**config.mk**
```make
export PLATFORM = sky130hd
export DESIGN_NAME = uart_tx_flat
export DESIGN_NICKNAME = d
export VERILOG_FILES = /design/src/rtl/uart_tx_if.sv /design/src/rtl/uart_tx.sv /design/src/flat_wrapper.sv
export SDC_FILE = /design/constraint.sdc
export NUM_CORES = 1
export LEC_CHECK = 0
export CELL_PAD_IN_SITES_DETAIL_PLACEMENT = 0
export CELL_PAD_IN_SITES_GLOBAL_PLACEMENT = 1
export CORE_AREA = 2 2 60 62
export CTS_CLUSTER_SIZE = 30
export DETAILED_ROUTE_END_ITERATION = 10
export DIE_AREA = 0 0 62 64
export PLACE_DENSITY = 0.72
export SLEW_MARGIN = 0
export SYNTH_ARGS = -nofsm -noshare
export SYNTH_HDL_FRONTEND = slang
export SYNTH_SLANG_ARGS = --single-unit
```
**constraint.sdc**
```tcl
create_clock -name clk -period 2.6 [get_ports clk]
set_clock_uncertainty 0.05 [all_clocks]
set_input_delay 0.39 -clock clk [delete_from_list [all_inputs] [get_ports clk]]
set_output_delay 0.39 -clock clk [all_outputs]
set_load 0.01 [all_outputs]
```
**src/rtl/uart_tx_if.sv**
```systemverilog
// Byte handshake between a data producer and the UART transmitter.
// The producer raises start with data; the transmitter reports ready when idle.
`timescale 1ns/1ps
interface uart_tx_if;
  logic       start;
  logic [7:0] data;
  logic       ready;

  modport master (output start, output data, input ready);
  modport slave  (input start, input data, output ready);
endinterface

```
**src/rtl/uart_tx.sv**
```systemverilog
// 8N1/8E1/8O1 UART transmitter, LSB first, one bit every BAUD clocks.
// tx is registered from the next-state value so the pin has no combinational path.
`timescale 1ns/1ps
module uart_tx #(
  parameter int BAUD   = 104,
  parameter int PARITY = 0
) (
  input  logic     clk,
  input  logic     rstn,
  uart_tx_if.slave bus,
  output logic     tx
);
  // state  | meaning
  // IDLE   | line at mark, ready for a byte
  // START  | driving the start bit (0)
  // DATA   | shifting holding[bitc], LSB first
  // PARITY | driving the parity bit
  // STOP   | driving the stop bit (1)
  typedef enum logic [2:0] {
    S_IDLE   = 3'd0,
    S_START  = 3'd1,
    S_DATA   = 3'd2,
    S_PARITY = 3'd3,
    S_STOP   = 3'd4
  } state_t;

  localparam int             DW       = $clog2(BAUD);
  localparam logic [DW-1:0]  DIV_LAST = DW'(BAUD - 1);
  localparam bit             USE_PAR  = (PARITY == 1) || (PARITY == 2);
  localparam bit             ODD_PAR  = (PARITY == 2);

  state_t        state_q, state_d;
  logic [DW-1:0] divc_q, divc_d;
  logic [3:0]    bitc_q, bitc_d;
  logic [7:0]    hold_q, hold_d;
  logic          tx_q, tx_d;
  logic          ready_q, ready_d;
  logic          tick;
  logic          par_bit;

  assign tick      = (divc_q == DIV_LAST);
  assign par_bit   = (^hold_q) ^ ODD_PAR;
  assign tx        = tx_q;
  assign bus.ready = ready_q;

  always_ff @(posedge clk) begin
    if (!rstn) begin
      state_q <= S_IDLE;
      divc_q  <= '0;
      bitc_q  <= '0;
      hold_q  <= '0;
      tx_q    <= 1'b1;
      ready_q <= 1'b1;
    end else begin
      state_q <= state_d;
      divc_q  <= divc_d;
      bitc_q  <= bitc_d;
      hold_q  <= hold_d;
      tx_q    <= tx_d;
      ready_q <= ready_d;
    end
  end

  always_comb begin
    state_d = state_q;
    bitc_d  = bitc_q;
    hold_d  = hold_q;
    divc_d  = '0;
    tx_d    = 1'b1;
    ready_d = 1'b0;

    if (state_q != S_IDLE) divc_d = tick ? '0 : divc_q + 1'b1;

    case (state_q)
      S_IDLE: begin
        if (bus.start && ready_q) begin
          hold_d  = bus.data;
          state_d = S_START;
        end
      end
      S_START: begin
        if (tick) begin
          state_d = S_DATA;
          bitc_d  = '0;
        end
      end
      S_DATA: begin
        if (tick) begin
          bitc_d = bitc_q + 4'd1;
          if (bitc_q == 4'd7) state_d = USE_PAR ? S_PARITY : S_STOP;
        end
      end
      S_PARITY: if (tick) state_d = S_STOP;
      S_STOP:   if (tick) state_d = S_IDLE;
      default:  state_d = S_IDLE;
    endcase

    // Outputs follow the state being entered, so tx and ready change on the same edge.
    ready_d = (state_d == S_IDLE);
    case (state_d)
      S_IDLE:   tx_d = 1'b1;
      S_START:  tx_d = 1'b0;
      S_DATA:   tx_d = hold_q[bitc_d[2:0]];
      S_PARITY: tx_d = par_bit;
      S_STOP:   tx_d = 1'b1;
      default:  tx_d = 1'b1;
    endcase
  end
endmodule
```
**src/flat_wrapper.sv**
```systemverilog
// flat-port wrapper written by rule: the top's interface ports become plain ports
module uart_tx_flat 
#(
  parameter int BAUD   = 104,
  parameter int PARITY = 0
)
  (clk, rstn, tx, bus_start, bus_data, bus_ready);
  uart_tx_if bus_i ();
  input  logic clk;
  input  logic rstn;
  output logic tx;
  input wire logic [$bits(bus_i.start)-1:0] bus_start;
  input wire logic [$bits(bus_i.data)-1:0] bus_data;
  output wire logic [$bits(bus_i.ready)-1:0] bus_ready;
  assign bus_i.start = bus_start;
  assign bus_i.data = bus_data;
  assign bus_ready = bus_i.ready;
  uart_tx #(.BAUD(BAUD), .PARITY(PARITY)) u_core (.clk(clk), .rstn(rstn), .bus(bus_i), .tx(tx));
endmodule
```
After elaboration in Yosys (flattened, before gate mapping)
Cells that the tools add are included.

Flip-flop bits (word level): 24. Logic and storage cells: 45. Output and inout port bits: 2.

Reduce and logical (&&, ||, !) cells: 9. Multiplexer cells: 13. Eq/ne operators: 11. Bitwise operators: 2. Add/sub/neg operators: 2. $lt $le $gt $ge: 1.

Operator list (count): 3-bit two-way mux (6); 3-bit case mux with 5 select lines (1); 3-bit by 2-bit == test with 1-bit output (second input constant) (4); 4-bit two-way mux (2); 4-bit case mux with 2 select lines (1); 8-bit XOR reduction (1); 7-bit by 1-bit adder with 7-bit output (second input constant) (1); 7-bit == test (second input constant) (1); 3-bit by 1-bit == test with 1-bit output (second input constant) (2); 3-bit zero test (2); 4-bit by 1-bit adder with 4-bit output (second input constant) (1); 4-bit by 3-bit == test with 1-bit output (second input constant) (1); 3-bit by 4-bit less-than comparator with 1-bit output (second input constant) (1); 2-bit by 1-bit inequality test with 1-bit output (second input constant) (2); 1-bit binary-select mux with 3-bit select (1); 3-bit == test (second input constant) (1); 1-bit case mux with 3 select lines (1); 3-bit AND reduction (1); 3-bit nonzero test (1); 3-bit OR reduction (1); 1-bit inverter (2); 2-bit AND reduction (1); 2-bit nonzero test (1); 1-bit logical AND (1); 1-bit two-way mux (1).

Longest topological paths before layout
Gate-level depths: netlist of run 1.

Depth after elaboration: 6. Gate-level depth with buffers: 11.

Least setup slack after synthesis of run 1
OpenSTA, ideal clock, no wires.

Kind: reg2reg. Start point: register u_core.divc_q[0]. End point: register u_core.tx_q (netlist: u_core.tx). Data arrival time: 2.168 ns. Setup time: 0.132 ns. Path buffers: 1. Stages on the path, launching flop included: 12. Data required time: 2.418 ns. Path slack: 0.249 ns. Cell sequence: dfxtp_1 -> ha_1 -> and3_1 -> clkbuf_1 -> nand3_1 -> ha_1 -> nor3_1 -> a21oi_1 -> o21ai_0 -> nand3b_1 -> o2111ai_1 -> nand4_1.

Cells in the longest elaborated chain, start to end: 6. Elaborated cells between the ends (all ways): 15. Classes of those cells: eq/ne (4); mux (11).

Ends and longest elaborated chain: from (decl) (line uart_tx.sv:33) `logic [DW-1:0] divc_q, divc_d;`; from (signal assigned) (line uart_tx.sv:56) `divc_q <= divc_d;`; 7-bit == test * (line uart_tx.sv:41) `assign tick = (divc_q == DIV_LAST);`; 4-bit two-way mux, on equally long branches (line uart_tx.sv:88, uart_tx.sv:82); 4-bit case mux with 2 select lines (line uart_tx.sv:74) `case (state_q)`; 1-bit binary-select mux with 3-bit select (line uart_tx.sv:103) `S_DATA: tx_d = hold_q[bitc_d[2:0]];`; 1-bit two-way mux (not written as such) (line uart_tx.sv:103); 1-bit case mux with 3 select lines * (line uart_tx.sv:100) `case (state_d)`; to (signal assigned) (line uart_tx.sv:59) `tx_q <= tx_d;`; to (decl) (line uart_tx.sv:36) `logic tx_q, tx_d;`.

Every way passes the cells marked *; elsewhere a longest branch is shown, timed or not. The select of a mux whose other input is x is not followed. A chain may end at the register's enable or synchronous reset.

Worst setup path in the final report of run 1
Start point: register u_core.divc_q[4]. End point: register u_core.tx_q (netlist: u_core.tx).

Same word-level chain as after synthesis.

==> results.md, run 1 <==
- Status: completed
- Top post-synthesis cells by area: dfxtp_1 36%, a21boi_0 6.2%, nand2_1 5.9%
- Crit Path Class: flip-flop to flip-flop
- Slew Limit Fails: 0
- Fin. Hold Viols: 0
- Syn Inst Count: around 160
- H-tree levels: 1
- Via Count: ~1100
- Final Power: approximately 0.00070 W
- WL per Instance: roughly 13 µm
- Unique cell type count in the Yosys netlist: 41
- Hold Buf Count CTS: 0
- Horiz. Die Dim: approximately 62 µm
- Sequential share of the synthesized area: 0.3589
- Largest net degree at the start of global routing: 16
- Synth Register Bits: 24
- RSZ-0062 raised after global routing: false
- Final core occ: 0.4720
- Vias in the first global route: approximately 1100
- Synth area leader: dfxtp_1
- Fraction of registers with async set/reset: 0
- Starting Density: 0.4076
- Io pins: 13
- Crit path capture type: flip-flop
- Final Non-Filler Cells: 220
- Initial antenna violation count: 0
- Area Overhead vs Synth: 15.79%
- Period utilization: 0.9252
- Clock sinks: 24
- Core Area: 3284 µm²
- Tmin final: ~2400 ps
- Clk_lat worst skew: approximately 320 ps
- CTS Buf Count: 3
- # Max-Cap Violations: 0
- ANT nets after route: 0
- Measured slew at the worst slew-check pin: roughly 470 ps
- Global-route wire length before repair: 5057 µm
- Port buffer count: 12
- Crit path max fanout: 7
- First-pass DRT Iterations: 4
- Worst Path Required: between 2000 and 3000 ps
- CTS max path bufs: 2
- Root buf cell: clkbuf_4
- Std-Cell Rows: 21
- Post-synth top flop: dfxtp_1
- TritonCTS clock tree: done
- Detailed Place HPWL: 2179 µm
- Max VDD drop: 0.3272 mV
- Avg Cell Area, Syn: 8.315 µm²
- Die height: around 64 µm
- Total Neg Setup Slack: 0 ps
- Clk pin slew, worst setup/hold paths: 140 ps
- Highest clock rate: around 420 MHz
- Final setup vio count: 0
- Net count after synthesis: approximately 180
- Nets: ~190
- EDFF count, synth: 0
- Rel. slew slack: 0.6876
- Synthesized cell area: ~1300 µm²
- Ant. Diodes: 0
- Hold crit path type: flip-flop to flip-flop
- Wirelength, routed: between 2000 and 3000 µm
- Gr usage total: 0.1652
- DRC viols: 0
- CP Launch Type: flip-flop
- Pwr dens: between 400 and 500 nW/µm²
- Die Area: approximately 4000 µm²
- LEAKAGE: between 0.5 and 0.6 nW
- Fraction of layout cells with a size suffix above 1: 0.09195
- Average vias per placed instance: 5.214
- Worst EP arrival: approximately 2600 ps
- Total gr overflow: 0
- Synth top area share: 0.3589
- Number of DRC markers in iteration 0: 50
- Fill cell count: about 330
- Synth Warn #: 0
- DP Cell Count: ~220
- Routability cong.: between 0.7 and 0.8
Yosys cell counts (all sizes together), types with 4 or more instances:
cell / instances
nand2: 21
and2: 4
nand2b: 5
a21boi: 11
clkbuf: 6
nand3: 10
a21oi: 5
dfxtp: 24
xnor2: 9
nor2: 15
inv: 5
o21ai: 4
where the power goes:
group	internal [W]	switching [W]
clock network	0.0000856	0.000115
registers	0.000383	0.0000140
logic	0.0000555	0.0000479
critical path: stages, from the launching register on:
cell and delay [ps]:
dfxtp_1 400, or4b_4 590, or4_4 470, nand3_2 140
mux2_2 340, o2111ai_1 180, nand4_1 110
metal layers:
metal,global-route usage,vias up,routed length (µm)
li1,-,588,-
met2,0.2357,28,1216
met1,0.2528,527,1441
met3,0.01822,4,110
met5,0,-,0
met4,0.05585,0,30
repair_timing:
action,4_1_cts,5_1_grt
resized for setup,0,1
endpoints found under the setup margin,0,1
setup buffers,0,0
layout make-up:
cell class                 instances  area [µm²]  area share
multi-input combinational        125       807.0      0.5206
sequential                        24       480.5      0.3099
timing repair buffer              16       150.1     0.09685
tap                               46       57.56     0.03713
clock buffer                       4       36.28     0.02341
inverter                           5       18.77     0.01211
cells by family (layout without fill, tap and decap cells):
group           Yosys count  after routing  share of synthesized area
xor+xnor                 11             11                    0.07197
simple gates             73             73                     0.2841
buf+inv                  12             25                    0.03925
mux                       3              3                    0.02336
flops                    24             24                     0.3589
fa+ha+maj                 3              3                    0.02804
compound gates           35             35                     0.1944
cells in the final DEF, fill, tap and decap left out, drive strengths merged, types with 4 or more instances in the layout:
cell and n:
inv 5, a21boi 11, nand2b 5, xnor2 9, nand2 21, o21ai 4, buf 4, a21oi 5
clkbuf 4, dfxtp 24, nand3 10, and2 4, nor2 15, clkdlybuf4s50 12
flip-flops by register name, summed over array words and instances (netlist names):
name / flops
u_core.bitc_q: 4
u_core.bus.ready: 1
u_core.divc_q: 7
u_core.hold_q: 8
u_core.state_q: 3
u_core.tx: 1
worst paths after layout:
kind | from | to | slack [ps] | depth (start not counted)
max reg2reg | u_core.divc_q[4]$_SDFF_PP0_ | u_core.tx$_SDFF_PN1_ | 190 | 6
max | u_core.divc_q[4]$_SDFF_PP0_ | u_core.tx$_SDFF_PN1_ | 190 | 6
min reg2reg | u_core.divc_q[0]$_SDFF_PP0_ | u_core.divc_q[0]$_SDFF_PP0_ | 420 | 1
min | u_core.divc_q[0]$_SDFF_PP0_ | u_core.divc_q[0]$_SDFF_PP0_ | 420 | 1
per-stage QoR:
stage / hold slack [ps] / instance area (µm²) / setup slack, ps
3_5_place_dp: 399.6 / 1513 / 218.2
5_1_grt: 449.1 / 1550 / 11.90
3_3_place_gp: 373.0 / 1513 / 290.8
6_report: 418.3 / 1550 / 194.6
2_1_floorplan: 363.2 / 1339 / 249.1
4_1_cts: 418.8 / 1549 / 185.1
Power figures use the tool's default switching activity.
==> run 2, diff against run 1 <==
--- a/config.mk
+++ b/config.mk
@@ -12,6 +12,7 @@
 export DETAILED_ROUTE_END_ITERATION = 10
 export DIE_AREA = 0 0 62 64
 export PLACE_DENSITY = 0.72
+export REMOVE_ABC_BUFFERS = 1
 export SLEW_MARGIN = 0
 export SYNTH_ARGS = -nofsm -noshare
 export SYNTH_HDL_FRONTEND = slang
==> constraint.sdc (replaced) <==
create_clock -name clk -period 2.59 [get_ports clk]
set_clock_uncertainty 0.05 [all_clocks]
set_input_delay 0.3885 -clock clk [delete_from_list [all_inputs] [get_ports clk]]
set_output_delay 0.3885 -clock clk [all_outputs]
set_load 0.01 [all_outputs]
==> results.md, run 2 (synthesized netlist as in run 1, its figures left out) <==
- Status: completed (unchanged)
- Clk pin slew, worst setup/hold paths: 130 ps (was 140 ps)
- Commonest non-fill, non-tap cell in the layout: dfxtp_1 (unchanged)
- CTS Buf Count: 3 (unchanged)
- Rel. slew slack: 0.6757 (was 0.6876)
- Vias in the first global route: 1136 (was 1091)
- Total gr overflow: 0 (unchanged)
- RSZ-0062 raised after global routing: false (unchanged)
- Number of DRC markers in iteration 0: 44 (was 50)
- Tmin final: 2396 ps (was 2405 ps)
- Final instance area: 1549 µm² (was 1550 µm²)
- Max VDD drop: 0.2952 mV (was 0.3272 mV)
- First-pass DRT Iterations: 4 (unchanged)
- Root buf cell: clkbuf_4 (unchanged)
- ANT nets after route: 0 (unchanged)
- Area Overhead vs Synth: 15.70% (was 15.79%)
- Wirelength, routed: 2866 µm (was 2799 µm)
- Most frequent cells in the layout: 24 x dfxtp_1, 21 x nand2_1, 15 x nor2_1 (unchanged)
- Gr usage total: 0.1665 (was 0.1652)
- Hold crit path type: flip-flop to flip-flop (unchanged)
- Final setup vio count: 0 (unchanged)
- Final WS setup: 193.9 ps (was 194.6 ps)
- Worst EP arrival: 2540 ps (was 2560 ps)
- Horiz. Die Dim: 62 µm (unchanged)
- Die Area: 3968 µm² (unchanged)
- Global-route wire length before repair: 5043 µm (was 5057 µm)
- Pwr dens: 450.6 nW/µm² (was 452.2 nW/µm²)
- Crit path max fanout: 7 (unchanged)
- Fraction of layout cells with a size suffix above 1: 0.08621 (was 0.09195)
- Io pins: 13 (unchanged)
- TritonCTS clock tree: done (unchanged)
- CTS max path bufs: 2 (unchanged)
- Initial antenna violation count: 0 (unchanged)
- Largest net degree at the start of global routing: 16 (unchanged)
- Most flops, register: u_core.hold_q (unchanged)
- Pre-CTS setup slack: 144.0 ps (was 218.2 ps)
- Die height: 64 µm (unchanged)
- Port buffer count: 12 (unchanged)
- DRC viols: 0 (unchanged)
- Max reg flops: 8 (unchanged)
- Total Neg Setup Slack: 0 ps (unchanged)
- Routability cong.: 0.7892 (was 0.7785)
- Fin. Hold Viols: 0 (unchanged)
- LEAKAGE: 0.5367 nW (about the same)
- Crit Path Class: flip-flop to flip-flop (unchanged)
- H-tree levels: 1 (unchanged)
- Via Count: 1134 (was 1147)
- Ant. Diodes: 0 (unchanged)
- Crit path capture type: flip-flop (unchanged)
- # Max-Cap Violations: 0 (unchanged)
- Std-Cell Rows: 21 (unchanged)
- Average vias per placed instance: 5.155 (was 5.214)
- Starting Density: 0.4076 (unchanged)
- Slew Limit Fails: 0 (unchanged)
- Measured slew at the worst slew-check pin: 484.9 ps (was 467.1 ps)
- Placed cell areas: 1513 µm² (unchanged)
- Postcts setup bufs: 0 (unchanged)
- Worst Path Required: 2740 ps (was 2760 ps)
- Highest clock rate: 417.3 MHz (was 415.7 MHz)
- WL per Instance: 13.03 µm (was 12.72 µm)
- Nets: 189 (unchanged)
- CP Launch Type: flip-flop (unchanged)
- Clk_lat worst skew: 310 ps (was 320 ps)
- Period utilization: 0.9251 (was 0.9252)
- Detailed Place HPWL: 2252 µm (was 2179 µm)
- Clock sinks: 24 (unchanged)
- Core Area: 3284 µm² (unchanged)
- Biggest regs: u_core.hold_q x8, u_core.divc_q x7, u_core.bitc_q x4 (unchanged)
-- run 2: cell count changes in the layout (fill, tap and decap cells not counted) --
cell | previous run | this run
o21ai_1 | 0 | 1
o21ai_0 | 4 | 3
and3_2 | 1 | 0
and3_1 | 2 | 3
-- run 2: final cells by class --
| cell class | instances | area (µm²) |
|---|---|---|
| Fill cell | 338 | 1735 |
| Clock buffer | 4 | 36.28 |
| Multi-Input combinational cell | 125 | 805.8 |
| Timing Repair Buffer | 16 | 150.1 |
| Sequential cell | 24 | 480.5 |
| Inverter | 5 | 18.77 |
| Tap cell | 46 | 57.56 |
-- run 2: worst max-delay path, cell delays in order (launching register included) --
cell       delay (ps)
dfxtp_1           400
or4b_4            590
or4_4             460
nand3_2           140
mux2_2            360
o2111ai_1         180
nand4_1           110
-- run 2: path summary, 6_finish.rpt --
path,startpoint,to,slack [ps],cells after the start
max,u_core.divc_q[4]$_SDFF_PP0_,u_core.tx$_SDFF_PN1_,190,6
min,u_core.divc_q[0]$_SDFF_PP0_,u_core.divc_q[0]$_SDFF_PP0_,410,1
max reg2reg,u_core.divc_q[4]$_SDFF_PP0_,u_core.tx$_SDFF_PN1_,190,6
min reg2reg,u_core.divc_q[0]$_SDFF_PP0_,u_core.divc_q[0]$_SDFF_PP0_,410,1
-- run 2: timing repair --
action / 4_1_cts / 5_1_grt
resized for setup: 0 / 1
hold buffers: 0 / 0
endpoints found under the setup margin: 0 / 1
-- run 2: layer usage --
layer / track usage / wire [µm]
met4: 0.04787 / 19
met5: 0 / 0
met1: 0.2371 / 1480
met2: 0.2565 / 1309
met3: 0.02429 / 57
-- run 2: power breakdown --
part	internal, W	switching, W
registers	0.000385	0.0000142
logic	0.0000557	0.0000483
clock network	0.0000858	0.000109
total	0.000526	0.000172
-- run 2: per-stage QoR --
stage / power (W) / hold slack [ps] / std cells / utilization
floorplan: 0.0004691 / 363.2 / 154 / -
global placement: 0.0005104 / 372.4 / 216 / 0.4606
detailed placement: 0.0005125 / 389.9 / 216 / 0.4606
CTS: 0.0007063 / 407.9 / 220 / 0.4716
global route: 0.0007375 / 440.5 / 220 / 0.4716
finish: 0.0006979 / 406.0 / 220 / 0.4716
==> run 3, diff against run 2 <==
--- a/config.mk
+++ b/config.mk
@@ -8,6 +8,7 @@
 export CELL_PAD_IN_SITES_DETAIL_PLACEMENT = 0
 export CELL_PAD_IN_SITES_GLOBAL_PLACEMENT = 1
 export CORE_AREA = 2 2 60 62
+export CTS_CLUSTER_DIAMETER = 80
 export CTS_CLUSTER_SIZE = 30
 export DETAILED_ROUTE_END_ITERATION = 10
 export DIE_AREA = 0 0 62 64
==> results of run 3 <==
Same layout as run 2: the final DEF is identical, and so are final timing and power.
